<file path="src/rtl/res_arbiter_pkg.sv">
// rtl/res_arbiter_pkg.sv - shared types, defaults and round-robin helper for res_arbiter
//
// Purpose : FSM state encoding, default parameter values and the
//           round-robin winner search used by res_arbiter.
// Ports   : none (package)
package res_arbiter_pkg;

   localparam int DATA_W_DEF  = 32;
   localparam int TIMEOUT_DEF = 16;

   typedef enum logic [1:0] {
      IDLE  = 2'd0,
      ISSUE = 2'd1,
      WAIT  = 2'd2
   } state_t;

   // First set request bit, searching upward (mod 4) starting at ptr.
   // Returns ptr when no bit is set; callers only use it with req != 0.
   function automatic logic [1:0] rr_pick(input logic [3:0] req, input logic [1:0] ptr);
      logic [1:0] idx;
      logic       found;
      rr_pick = ptr;
      found   = 1'b0;
      for (int i = 0; i < 4; i++) begin
         idx = ptr + 2'(i);
         if (!found && req[idx]) begin
            rr_pick = idx;
            found   = 1'b1;
         end
      end
   endfunction

endpackage

</file>
<file path="src/rtl/res_arbiter_if.sv">
// rtl/res_arbiter_if.sv - request/grant/payload bundle between requesters and res_arbiter
//
// Purpose : groups the arbiter's request, payload, grant and status signals.
// Ports   : master modport - requester/resource side (drives req_i, data*_i, done_i)
//           slave modport  - arbiter side (drives gnt_o, sel_o, data_o, valid_o, busy_o, err_o)
interface res_arbiter_if import res_arbiter_pkg::*; #(
   parameter int DATA_W = DATA_W_DEF
) ();

   logic [3:0]        req_i;
   logic [DATA_W-1:0] data0_i;
   logic [DATA_W-1:0] data1_i;
   logic [DATA_W-1:0] data2_i;
   logic [DATA_W-1:0] data3_i;
   logic              done_i;
   logic [3:0]        gnt_o;
   logic [1:0]        sel_o;
   logic [DATA_W-1:0] data_o;
   logic              valid_o;
   logic              busy_o;
   logic              err_o;

   modport master (
      output req_i, data0_i, data1_i, data2_i, data3_i, done_i,
      input  gnt_o, sel_o, data_o, valid_o, busy_o, err_o
   );

   modport slave (
      input  req_i, data0_i, data1_i, data2_i, data3_i, done_i,
      output gnt_o, sel_o, data_o, valid_o, busy_o, err_o
   );

endinterface

</file>
<file path="src/rtl/MUX_4to1.sv">
// rtl/MUX_4to1.sv - 4-input payload multiplexer
//
// Purpose : combinational 4:1 selector of size-bit words.
// Ports   : select_i        - 2-bit binary select
//           data0_i..data3_i - candidate words
//           data_o          - selected word
module MUX_4to1 #(
   parameter int size = 32
) (
   input  logic [1:0]      select_i,
   input  logic [size-1:0] data0_i,
   input  logic [size-1:0] data1_i,
   input  logic [size-1:0] data2_i,
   input  logic [size-1:0] data3_i,
   output logic [size-1:0] data_o
);

   always_comb begin
      data_o = data0_i;
      case (select_i)
         2'd0:    data_o = data0_i;
         2'd1:    data_o = data1_i;
         2'd2:    data_o = data2_i;
         default: data_o = data3_i;
      endcase
   end

endmodule

</file>
<file path="src/rtl/res_arbiter.sv">
// rtl/res_arbiter.sv - round-robin arbiter for a shared resource with issue/wait/timeout FSM
//
// Purpose : grants one of four requesters, issues its payload for one cycle,
//           waits for done_i or a timeout, then rotates priority.
// Ports   : clk_i - clock, rising edge
//           rst_i - synchronous active-high reset
//           bus   - res_arbiter_if.slave (req_i, data0_i..data3_i, done_i in;
//                   gnt_o, sel_o, data_o, valid_o, busy_o, err_o out)
module res_arbiter import res_arbiter_pkg::*; #(
   parameter int DATA_W  = DATA_W_DEF,
   parameter int TIMEOUT = TIMEOUT_DEF
) (
   input  logic          clk_i,
   input  logic          rst_i,
   res_arbiter_if.slave  bus
);

   // The counter reads 0 in the first WAIT cycle, so the last permitted WAIT
   // cycle is the one where it shows TIMEOUT-2; leaving from it lands the
   // registered err_o in the cycle where the counter would have read TIMEOUT-1.
   localparam logic [7:0] CNT_LAST = 8'(TIMEOUT - 2);

   state_t     state;
   state_t     state_nxt;
   logic [1:0] ptr;
   logic [1:0] sel;
   logic [3:0] gnt;
   logic [7:0] cnt;
   logic       err;
   logic       start;
   logic       finish;
   logic       timeout_hit;
   logic [1:0] win;

   always_ff @(posedge clk_i) begin
      if (rst_i) begin
         state <= IDLE;
      end else begin
         state <= state_nxt;
      end
   end

   always_comb begin
      state_nxt   = state;
      start       = 1'b0;
      finish      = 1'b0;
      timeout_hit = 1'b0;
      win         = rr_pick(bus.req_i, ptr);
      case (state)
         IDLE: begin
            if (bus.req_i != 4'b0000) begin
               state_nxt = ISSUE;
               start     = 1'b1;
            end
         end
         ISSUE: begin
            if (bus.done_i) begin
               state_nxt = IDLE;
               finish    = 1'b1;
            end else begin
               state_nxt = WAIT;
            end
         end
         WAIT: begin
            // done_i is checked first so it wins over a coincident timeout.
            if (bus.done_i) begin
               state_nxt = IDLE;
               finish    = 1'b1;
            end else if (cnt == CNT_LAST) begin
               state_nxt   = IDLE;
               finish      = 1'b1;
               timeout_hit = 1'b1;
            end
         end
         default: state_nxt = IDLE;
      endcase
   end

   // Grant, select, priority pointer and timeout counter.
   always_ff @(posedge clk_i) begin
      if (rst_i) begin
         ptr <= 2'd0;
         sel <= 2'd0;
         gnt <= 4'b0000;
         cnt <= 8'd0;
         err <= 1'b0;
      end else begin
         err <= timeout_hit;
         if (start) begin
            sel <= win;
            gnt <= 4'b0001 << win;
            cnt <= 8'd0;
         end
         if (state == WAIT) begin
            cnt <= cnt + 8'd1;
         end
         // sel is left untouched so it holds through IDLE.
         if (finish) begin
            gnt <= 4'b0000;
            ptr <= sel + 2'd1;
         end
      end
   end

   assign bus.gnt_o   = gnt;
   assign bus.sel_o   = sel;
   assign bus.valid_o = (state == ISSUE);
   assign bus.busy_o  = (state != IDLE);
   assign bus.err_o   = err;

   MUX_4to1 #(
      .size (DATA_W)
   ) u_mux (
      .select_i (sel),
      .data0_i  (bus.data0_i),
      .data1_i  (bus.data1_i),
      .data2_i  (bus.data2_i),
      .data3_i  (bus.data3_i),
      .data_o   (bus.data_o)
   );

endmodule
</file>
<file path="src/flat_wrapper.sv">
// flat-port wrapper written by rule: the top's interface ports become plain ports
module res_arbiter_flat import res_arbiter_pkg::*;
#(
   parameter int DATA_W  = DATA_W_DEF,
   parameter int TIMEOUT = TIMEOUT_DEF
)
  (clk_i, rst_i, bus_req_i, bus_data0_i, bus_data1_i, bus_data2_i, bus_data3_i, bus_done_i, bus_gnt_o, bus_sel_o, bus_data_o, bus_valid_o, bus_busy_o, bus_err_o);
  res_arbiter_if #(.DATA_W(DATA_W)) bus_i ();
  input  logic clk_i;
  input  logic rst_i;
  input wire logic [$bits(bus_i.req_i)-1:0] bus_req_i;
  input wire logic [$bits(bus_i.data0_i)-1:0] bus_data0_i;
  input wire logic [$bits(bus_i.data1_i)-1:0] bus_data1_i;
  input wire logic [$bits(bus_i.data2_i)-1:0] bus_data2_i;
  input wire logic [$bits(bus_i.data3_i)-1:0] bus_data3_i;
  input wire logic [$bits(bus_i.done_i)-1:0] bus_done_i;
  output wire logic [$bits(bus_i.gnt_o)-1:0] bus_gnt_o;
  output wire logic [$bits(bus_i.sel_o)-1:0] bus_sel_o;
  output wire logic [$bits(bus_i.data_o)-1:0] bus_data_o;
  output wire logic [$bits(bus_i.valid_o)-1:0] bus_valid_o;
  output wire logic [$bits(bus_i.busy_o)-1:0] bus_busy_o;
  output wire logic [$bits(bus_i.err_o)-1:0] bus_err_o;
  assign bus_i.req_i = bus_req_i;
  assign bus_i.data0_i = bus_data0_i;
  assign bus_i.data1_i = bus_data1_i;
  assign bus_i.data2_i = bus_data2_i;
  assign bus_i.data3_i = bus_data3_i;
  assign bus_i.done_i = bus_done_i;
  assign bus_gnt_o = bus_i.gnt_o;
  assign bus_sel_o = bus_i.sel_o;
  assign bus_data_o = bus_i.data_o;
  assign bus_valid_o = bus_i.valid_o;
  assign bus_busy_o = bus_i.busy_o;
  assign bus_err_o = bus_i.err_o;
  res_arbiter #(.DATA_W(DATA_W), .TIMEOUT(TIMEOUT)) u_core (.clk_i(clk_i), .rst_i(rst_i), .bus(bus_i));
endmodule
</file>
<file path="config.mk">
export PLATFORM = sky130hd
export DESIGN_NAME = res_arbiter_flat
export DESIGN_NICKNAME = d
export VERILOG_FILES = /design/src/rtl/res_arbiter_pkg.sv /design/src/rtl/res_arbiter_if.sv /design/src/rtl/MUX_4to1.sv /design/src/rtl/res_arbiter.sv /design/src/flat_wrapper.sv
export SDC_FILE = /design/constraint.sdc
export NUM_CORES = 1
export LEC_CHECK = 0
export ABC_CLOCK_PERIOD_IN_PS = 1600
export CAP_MARGIN = 20
export CORE_MARGIN = 1.5
export CORE_UTILIZATION = 28
export DETAILED_ROUTE_END_ITERATION = 10
export PLACE_DENSITY = 0.81
export SYNTH_ARGS = -nofsm -noshare
export SYNTH_HDL_FRONTEND = slang
export SYNTH_SLANG_ARGS = --single-unit
</file>
<file path="constraint.sdc">
create_clock -name clk_i -period 1.6 [get_ports clk_i]
set_clock_uncertainty 0.15 [all_clocks]
set_input_delay 0.24 -clock clk_i [delete_from_list [all_inputs] [get_ports clk_i]]
set_output_delay 0.24 -clock clk_i [all_outputs]
set_load 0.02 [all_outputs]
</file>
======== Word level (Yosys, flattened, before mapping) ========
Cells that the tools add are included.
operators by class
  reduce and logical (&&, ||, !) cells .... 14
  shift-type cells ........................ 1
  muxes and demuxes ....................... 28
  equality and inequality tests ........... 7
  $add $sub $neg .......................... 5
  order comparisons ....................... 4
  bitwise logic cells ..................... 1
operators by type and width
  kind                   count
  $pmux W32 S3           1
  $mux W8                2
  $mux W2                7
  $lt A2 B3 Y1 const B   4
  $mux W1                12
  $add A8 B1 Y8 const B  1
  $bmux W1 S2            4
  $eq A8 B4 Y1 const B   1
  $pmux W2 S3            1
  $add A2 B1 Y2 const B  2
  $add A2 B2 Y2 const B  2
  $eq A2 B1 Y1 const B   2
  $eq A2 B2 Y1 const B   2
  $logic_not A2 Y1       2
  $reduce_bool A2 Y1     2
  $reduce_bool A4 Y1     1
  $shl A1 B2 Y4 const A  1
  $logic_and A1 B1 Y1    3
  $logic_not A1 Y1       3
  $ne A3 B2 Y1 const B   1
  $reduce_or A3 Y1       1
  $ne A2 B1 Y1 const B   1
  $pmux W1 S2            1
  $reduce_and A2 Y1      1
  2 further kinds        2
word-level totals
  register bits ........................... 19
  input bits .............................. 135

======== Depth between registers and ports, before layout ========
Gate-level depths: netlist of the first run.
  word-level depth ........................ 13
  depth in mapped cells ................... 7
  depth with buffers taken out ............ 7

======== Modules after synthesis ========
A second synthesis of the first run with hierarchy kept.
second synthesis, totals
  cell total of the unflattened synthesis .. 162
  area total of the unflattened synthesis .. 1818.0 sq um
modules (own cells, without submodules)
  module       instances  cells an instance  area an instance (sq um)  seq. area each (sq um)
  res_arbiter  1          123                1003.5                    380.4
  MUX_4to1     1          39                 814.5                     0.0

======== Worst setup path after synthesis of the first run ========
No wires, ideal clock.
  path type ............................... reg-to-output
  from .................................... register u_core.sel[0] (netlist: u_core.bus.sel_o[0])
  to ...................................... output port bus_data_o[0]
  buffers on the path ..................... 2
  path slack .............................. -0.604 ns
  data required time ...................... 1.210 ns
  cell stages (with the launch flop) ...... 5
  data arrival time ....................... 1.814 ns
  cell sequence ........................... dfxtp_1 ha_1 clkbuf_1 buf_1 mux2i_1
on the way
  longest elaborated chain between the ends .. 2
  elaborated cells between the ends (all ways) .. 4
  those cells by class .................... eq/ne: 2; mux: 1; reduce/logical: 1
ends and longest elaborated chain
  what                                  line                source
  start: declaration                    res_arbiter.sv:26   logic [1:0] sel;
  start signal: assignment              res_arbiter.sv:90   sel <= win;
  $eq A2 B2 Y1 (tied with other cells)  MUX_4to1.sv:20      case (select_i)
  $pmux W32 S3 *                        MUX_4to1.sv:20
  end: declaration                      flat_wrapper.sv:19  output wire logic [$bits(bus_i.data_o)-1:0] bus_data_o;
Every way passes the cells marked *; elsewhere a longest branch is shown, timed or not.

======== Final worst setup path of the first run ========
  from .................................... register u_core.sel[0] (netlist: u_core.bus.sel_o[0])
  to ...................................... output port bus_data_o[21]
The elaborated chain is that of the path after synthesis.

==> results.json, run 1 <==
{
  "synth-edff-count": 0,
  "die_y_um": 84.7,
  "grt_pass1_wl_um": 14600,
  "layout.nets": 595,
  "place_ws_ns": -0.864,
  "final-setup-viol-count": 32,
  "drc": 0,
  "hold_viol": 0,
  "async_reset_ff_share_pct": 0,
  "start_util_pct": 29.3,
  "antenna_found_initial": 0,
  "synth_common_cells": "inv_1, mux2i_1, a222oi_1",
  "yosysTopAreaCell": "dfxtp_1",
  "synth.avg_cell_area_um2": 8.06,
  "synth_seq_area_share_pct": 20.3,
  "syn_to_final_growth_pct": 144,
  "yosysWarnings": 0,
  "synth_top_family_by_area": "compound AO/OA/AOI/OAI gates",
  "routed_wl_um": 9740,
  "ctsHoldBuffers": 0,
  "cts_tree": "built",
  "h-tree-depth": 1,
  "cp_max_fo": 12,
  "dpl.hpwl_um": 7320,
  "critical_path_class": "reg -> out",
  "grt_pass1_vias": 2746,
  "antenna_left": 0,
  "synth_compound_area_share_pct": 27.0,
  "path_clk_slew_ns": 0.07,
  "rsz0062_at_grt": "true",
  "synth_top_area_share_pct": 20.3,
  "maxCapViolCount": 0,
  "violations": "setup timing",
  "hold_ws_ns": 0.311,
  "clk_path_buf_depth": 2,
  "synth_area_mm2": 0.00187,
  "synthFlopType": "dfxtp_1",
  "clock_latency_ns": 0.26,
  "yosysMostFrequentCell": "inv_1",
  "arrival_ns": 1.85,
  "final_layout_size_suffix_gt1_share_pct": 39.3,
  "grt_usage_pct": 25.2,
  "synthXorXnorAreaFrac_pct": 0.936,
  "fp.coreArea_mm2": 0.00639,
  "cts_num_sinks": 19,
  "ff2ff_setup_slack_ns": 0.01,
  "end_kind": "output pin",
  "vias_per_cell": 5.22,
  "hold_path.class": "reg -> reg",
  "worst_slack_ns": -0.640,
  "first_pass_iters": 6,
  "gp_congestion": 0.879,
  "via_count": 2750,
  "post_drt_wl_per_cell_um": 18.5,
  "leakage_nw": 1.91,
  "io_buffer_count": 175,
  "fmax_ghz": 0.446,
  "tightest_slew_ns": 0.497,
  "synthMuxAreaShare_pct": 18.8,
  "ys_types": 43,
  "synth_adder_area_share_pct": 6.02,
  "start_kind": "flip-flop",
  "num_antenna_cells": 0,
  "status": "finished with violations",
  "synth_top_cells_by_area": "dfxtp_1, mux2i_1, a222oi_1",
  "grt_max_degree": 17,
  "first_iter_violations": 241,
  "num_rows": 29,
  "synth_cells": 232,
  "pin_count": 176,
  "yosys.area_share.simple_pct": 15.4,
  "vdd_ir_drop_max_mv": 0.363,
  "grt_overflow": 0,
  "die_x_um": 84.7,
  "worstPathRequired_ns": 1.21,
  "die_area_mm2": 0.00718,
  "cts-root-buf": "clkbuf_8",
  "numCtsBuffers": 3,
  "slew_violations": 0,
  "ys_ff_latch": 19,
  "min_period_ns": 2.24,
  "relSlewSlack_pct": 66.9,
  "fin_crit_sh_pct": 140,
  "synth_nets": 376,
  "pwr_density_cell_mw_per_mm2": 499
}
==> layout make-up <==
type                            count  area, um2
Multi-Input combinational cell    158       1600
Clock buffer                        3       41.3
Sequential cell                    19        400
Tap cell                           77       96.3
Inverter                           39        159
Fill cell                         489       1830
Timing Repair Buffer              230       2260
Clock inverter                      1       5.00
==> sequential cells by signal (all words and copies together) (netlist names) <==
name              flops
u_core.ptr            2
u_core.bus.sel_o      2
u_core.cnt            8
u_core.state          2
u_core.bus.gnt_o      4
u_core.bus.err_o      1
==> cells in the final DEF (no fill, tap or decap), types with 4 or more instances in the layout <==
cell type	count
nor2_1	9
dfxtp_2	4
nand2_1	10
buf_2	16
buf_12	9
mux2i_2	30
buf_4	45
inv_1	33
buf_6	14
dfxtp_1	11
dfxtp_4	4
a21oi_2	7
a222oi_1	32
a21oi_1	4
mux2i_1	4
dlygate4sd2_1	9
clkdlybuf4s50_1	131
ha_4	7
==> critical path: stages, from the launching register on <==
cell      delay, ns
dfxtp_4        0.39
inv_4          0.05
ha_4           0.19
buf_12         0.15
a222oi_1       0.49
mux2i_2        0.13
buf_4          0.18
==> per-stage QoR <==
stage / TNS [ns] / util, % / area (um2) / power [mW] / std cells
after detailed placement: -27.48 / 64.6 / 4120 / 1.83 / 505
final: -18.10 / 71.4 / 4560 / 2.28 / 527
after global routing: -20.81 / 71.4 / 4560 / 2.38 / 527
after global placement: -26.16 / 64.6 / 4120 / 1.81 / 505
after floorplan: -4.75 / - / 2070 / 1.11 / 232
after CTS: -17.03 / 67.6 / 4320 / 2.18 / 523
==> report_power, final <==
group / switching (mW) / total (mW) / internal [mW]
Clock: 0.164 / 0.337 / 0.173
Combinational: 0.613 / 1.44 / 0.822
Sequential: 0.0167 / 0.503 / 0.486
Total: 0.794 / 2.28 / 1.48
==> path summary, 6_finish.rpt <==
path / start / to / cells after the start
worst max-delay path: u_core.bus.sel_o[0] / bus_data_o[21] / 6
worst max register to register: u_core.cnt[0] / u_core.bus.gnt_o[2] / 6
worst min register to register: u_core.bus.gnt_o[0] / u_core.bus.gnt_o[0] / 2
worst min-delay path: u_core.bus.gnt_o[0] / u_core.bus.gnt_o[0] / 2
==> per-layer routing <==
metal,wire (um),global-route usage [%],up-vias
li1,-,-,1312
met2,5140,47.6,132
met3,715,3.93,14
met5,0,0,-
met1,3730,29.5,1292
met4,156,6.01,0
==> kinds of logic after synthesis <==
logic type,after synthesis
and+or+nand+nor,52
DFF,19
muxes,35
buffers and inverters,55
adders and majority gates,9
xor gates and xnor gates,2
AOI/OAI and AO/OA,60
==> repair_timing <==
action                     CTS  global route
buffers inserted            14             5
hold endpoints to repair     0             0
resized for setup          195            45
setup endpoints to repair   58            45
pin swaps                   40            39
gates cloned                 2             1
Power figures use the tool's default switching activity.
==> run 2, diff against run 1 <==
Settings changed: CORE_UTILIZATION 28 to 27, PLACE_DENSITY 0.81 to 0.8, SYNTH_HIERARCHICAL set to 1.
==> results.json, run 2 <==
{
  "h-tree-depth": 1,
  "syn_to_final_growth_pct": 121,
  "hold_ws_ns": 0.316,
  "path_clk_slew_ns": 0.08,
  "yosysWarnings": 6,
  "io_buffer_count": 175,
  "synth_common_cells": "mux4_2, dfxtp_1, nor2_1",
  "leakage_nw": 1.55,
  "start_kind": "flip-flop",
  "antenna_left": 0,
  "antenna_found_initial": 0,
  "worstPathRequired_ns": 1.21,
  "fmax_ghz": 0.504,
  "cts_num_sinks": 19,
  "rsz0062_at_grt": "true",
  "first_iter_violations": 70,
  "post_drt_wl_per_cell_um": 19.7,
  "grt_pass1_wl_um": 12000,
  "start_util_pct": 28.3,
  "synth_seq_area_share_pct": 20.9,
  "end_kind": "output pin",
  "fp.coreArea_mm2": 0.00642,
  "async_reset_ff_share_pct": 0,
  "arrival_ns": 1.60,
  "ys_ff_latch": 19,
  "final.setup.tns_ns": -10.05,
  "synth_area_mm2": 0.00182,
  "relSlewSlack_pct": 78.0,
  "grt_usage_pct": 21.5,
  "hold_viol": 0,
  "min_path_cells": 2,
  "ys_types": 38,
  "grt_pass1_vias": 2194,
  "first_pass_iters": 7,
  "r2r-start": "u_core/cnt[0]",
  "r2r_cells": 6,
  "grt_max_degree": 18,
  "yosysMostFrequentCell": "mux4_2",
  "cts_tree": "built",
  "clk_path_buf_depth": 2,
  "gp_congestion": 0.887,
  "pin_count": 176,
  "violations": "DRC, setup timing",
  "drc": 15,
  "die_y_um": 85.1,
  "cts-root-buf": "clkbuf_8",
  "finalPower_mw": 2.08,
  "cp_max_fo": 7,
  "tightest_slew_ns": 0.326,
  "hold_path.class": "reg -> reg",
  "multiInputGateArea_mm2": 0.00140,
  "post-route-util_pct": 62.4,
  "nFillCells": 517,
  "largest_reg_flops": 8,
  "die_x_um": 85.1,
  "instances_no_fill": 438,
  "num_rows": 29,
  "design_area_mm2": 0.00401,
  "synth_nets": 302,
  "synth_top_area_share_pct": 37.2,
  "numCtsBuffers": 3,
  "layout.nets": 502,
  "vdd_ir_drop_max_mv": 0.534,
  "pwr_density_cell_mw_per_mm2": 518,
  "final_cell_mix": "clkdlybuf4s50_1, mux4_2, buf_6, buf_4, nor2_1",
  "place_area_mm2": 0.00378,
  "status": "finished with violations",
  "num_antenna_cells": 0,
  "r2r-end": "u_core/bus.gnt_o[3]",
  "slew_violations": 0,
  "maxCapViolCount": 0,
  "synth_top_cells_by_area": "mux4_2, dfxtp_1, ha_1",
  "via_count": 2233,
  "grt_overflow": 0,
  "regArea_um2": 395,
  "place_ws_ns": -0.539,
  "critical_path_class": "reg -> out",
  "die_area_mm2": 0.00723,
  "final_common_cell": "clkdlybuf4s50_1",
  "fin_crit_sh_pct": 124,
  "min_to": "u_core/bus.gnt_o[2]",
  "final_layout_size_suffix_gt1_share_pct": 37.7,
  "min_period_ns": 1.99,
  "yosysTopAreaCell": "mux4_2",
  "vias_per_cell": 5.10,
  "place_inst": 426,
  "hold_start": "u_core/bus.gnt_o[2]",
  "routed_wl_um": 8640,
  "ctsHoldBuffers": 0,
  "final-setup-viol-count": 33,
  "regMostFlops": "u_core/cnt",
  "worst_slack_ns": -0.386,
  "ff2ff_setup_slack_ns": -0.02,
  "synth.avg_cell_area_um2": 11.2,
  "synth-edff-count": 0,
  "synthFlopType": "dfxtp_1",
  "clock_latency_ns": 0.26,
  "dpl.hpwl_um": 6440,
  "synth_cells": 162
}
## run 2: cell count changes after synthesis, moves of 3 or more
cell | previous run | this run
a222oi_1 | 32 | 0
a311oi_1 | 3 | 0
buf_12 | 0 | 3
clkbuf_1 | 11 | 1
ha_1 | 9 | 5
inv_1 | 39 | 7
mux2i_1 | 34 | 2
mux4_2 | 0 | 30
nor2_1 | 10 | 15
## run 2: cell type report
type | count | area share (%)
Timing Repair Buffer | 205 | 50.9
Multi-Input combinational cell | 126 | 35.0
Sequential cell | 19 | 9.86
Tap cell | 77 | 2.40
Clock buffer | 3 | 1.03
Inverter | 7 | 0.718
Clock inverter | 1 | 0.125
## run 2: worst max-delay path, cell delays in order (launching register included)
cell     delay [ns]
dfxtp_4        0.40
buf_12         0.11
buf_16         0.12
mux4_2         0.55
buf_6          0.16
## run 2: how the worst max path moves through the flow
stage	depth (start not counted)	endpoint	slack (ns)	start
6_report	4	bus_data_o[18]	-0.39	u_core/bus.sel_o[0]
3_3_place_gp	3	bus_data_o[18]	-0.54	bus_data3_i[18]
2_1_floorplan	3	bus_data_o[0]	-0.03	u_core/bus.sel_o[0]
3_5_place_dp	3	bus_data_o[18]	-0.54	bus_data3_i[18]
5_1_grt	4	bus_data_o[18]	-0.43	u_core/bus.sel_o[0]
4_1_cts	4	bus_data_o[18]	-0.39	u_core/bus.sel_o[0]
## run 2: logic make-up after synthesis
logic type,count (synthesis),synth area share [%]
AOI/OAI and AO/OA,29,9.77
xor gates and xnor gates,5,2.41
adders and majority gates,5,3.44
buffers and inverters,17,7.30
DFF,19,20.9
muxes,34,41.2
and+or+nand+nor,53,15.0
## run 2: metal layers
metal | GRT usage (%) | wire length (um) | part of all wire, %
met1 | 23.7 | 2870 | 33
met2 | 40.0 | 4590 | 53
met3 | 4.96 | 851 | 9.9
met4 | 7.75 | 316 | 3.7
met5 | 0 | 0 | 0
## run 2: repair_timing
action                     4_1_cts  5_1_grt
cloned                           2        0
setup endpoints to repair       57       51
pin swaps                        4       12
gates resized for setup        200       43
buffers inserted                 4        3
hold endpoints to repair         0        0
## run 2: power by group
group          total (mW)  internal, mW  switching [mW]  leakage (nW)
Clock               0.338         0.173           0.165        0.0255
Sequential          0.506         0.491          0.0151         0.158
Combinational        1.23         0.755           0.477          1.37
Total                2.08          1.42           0.658          1.55
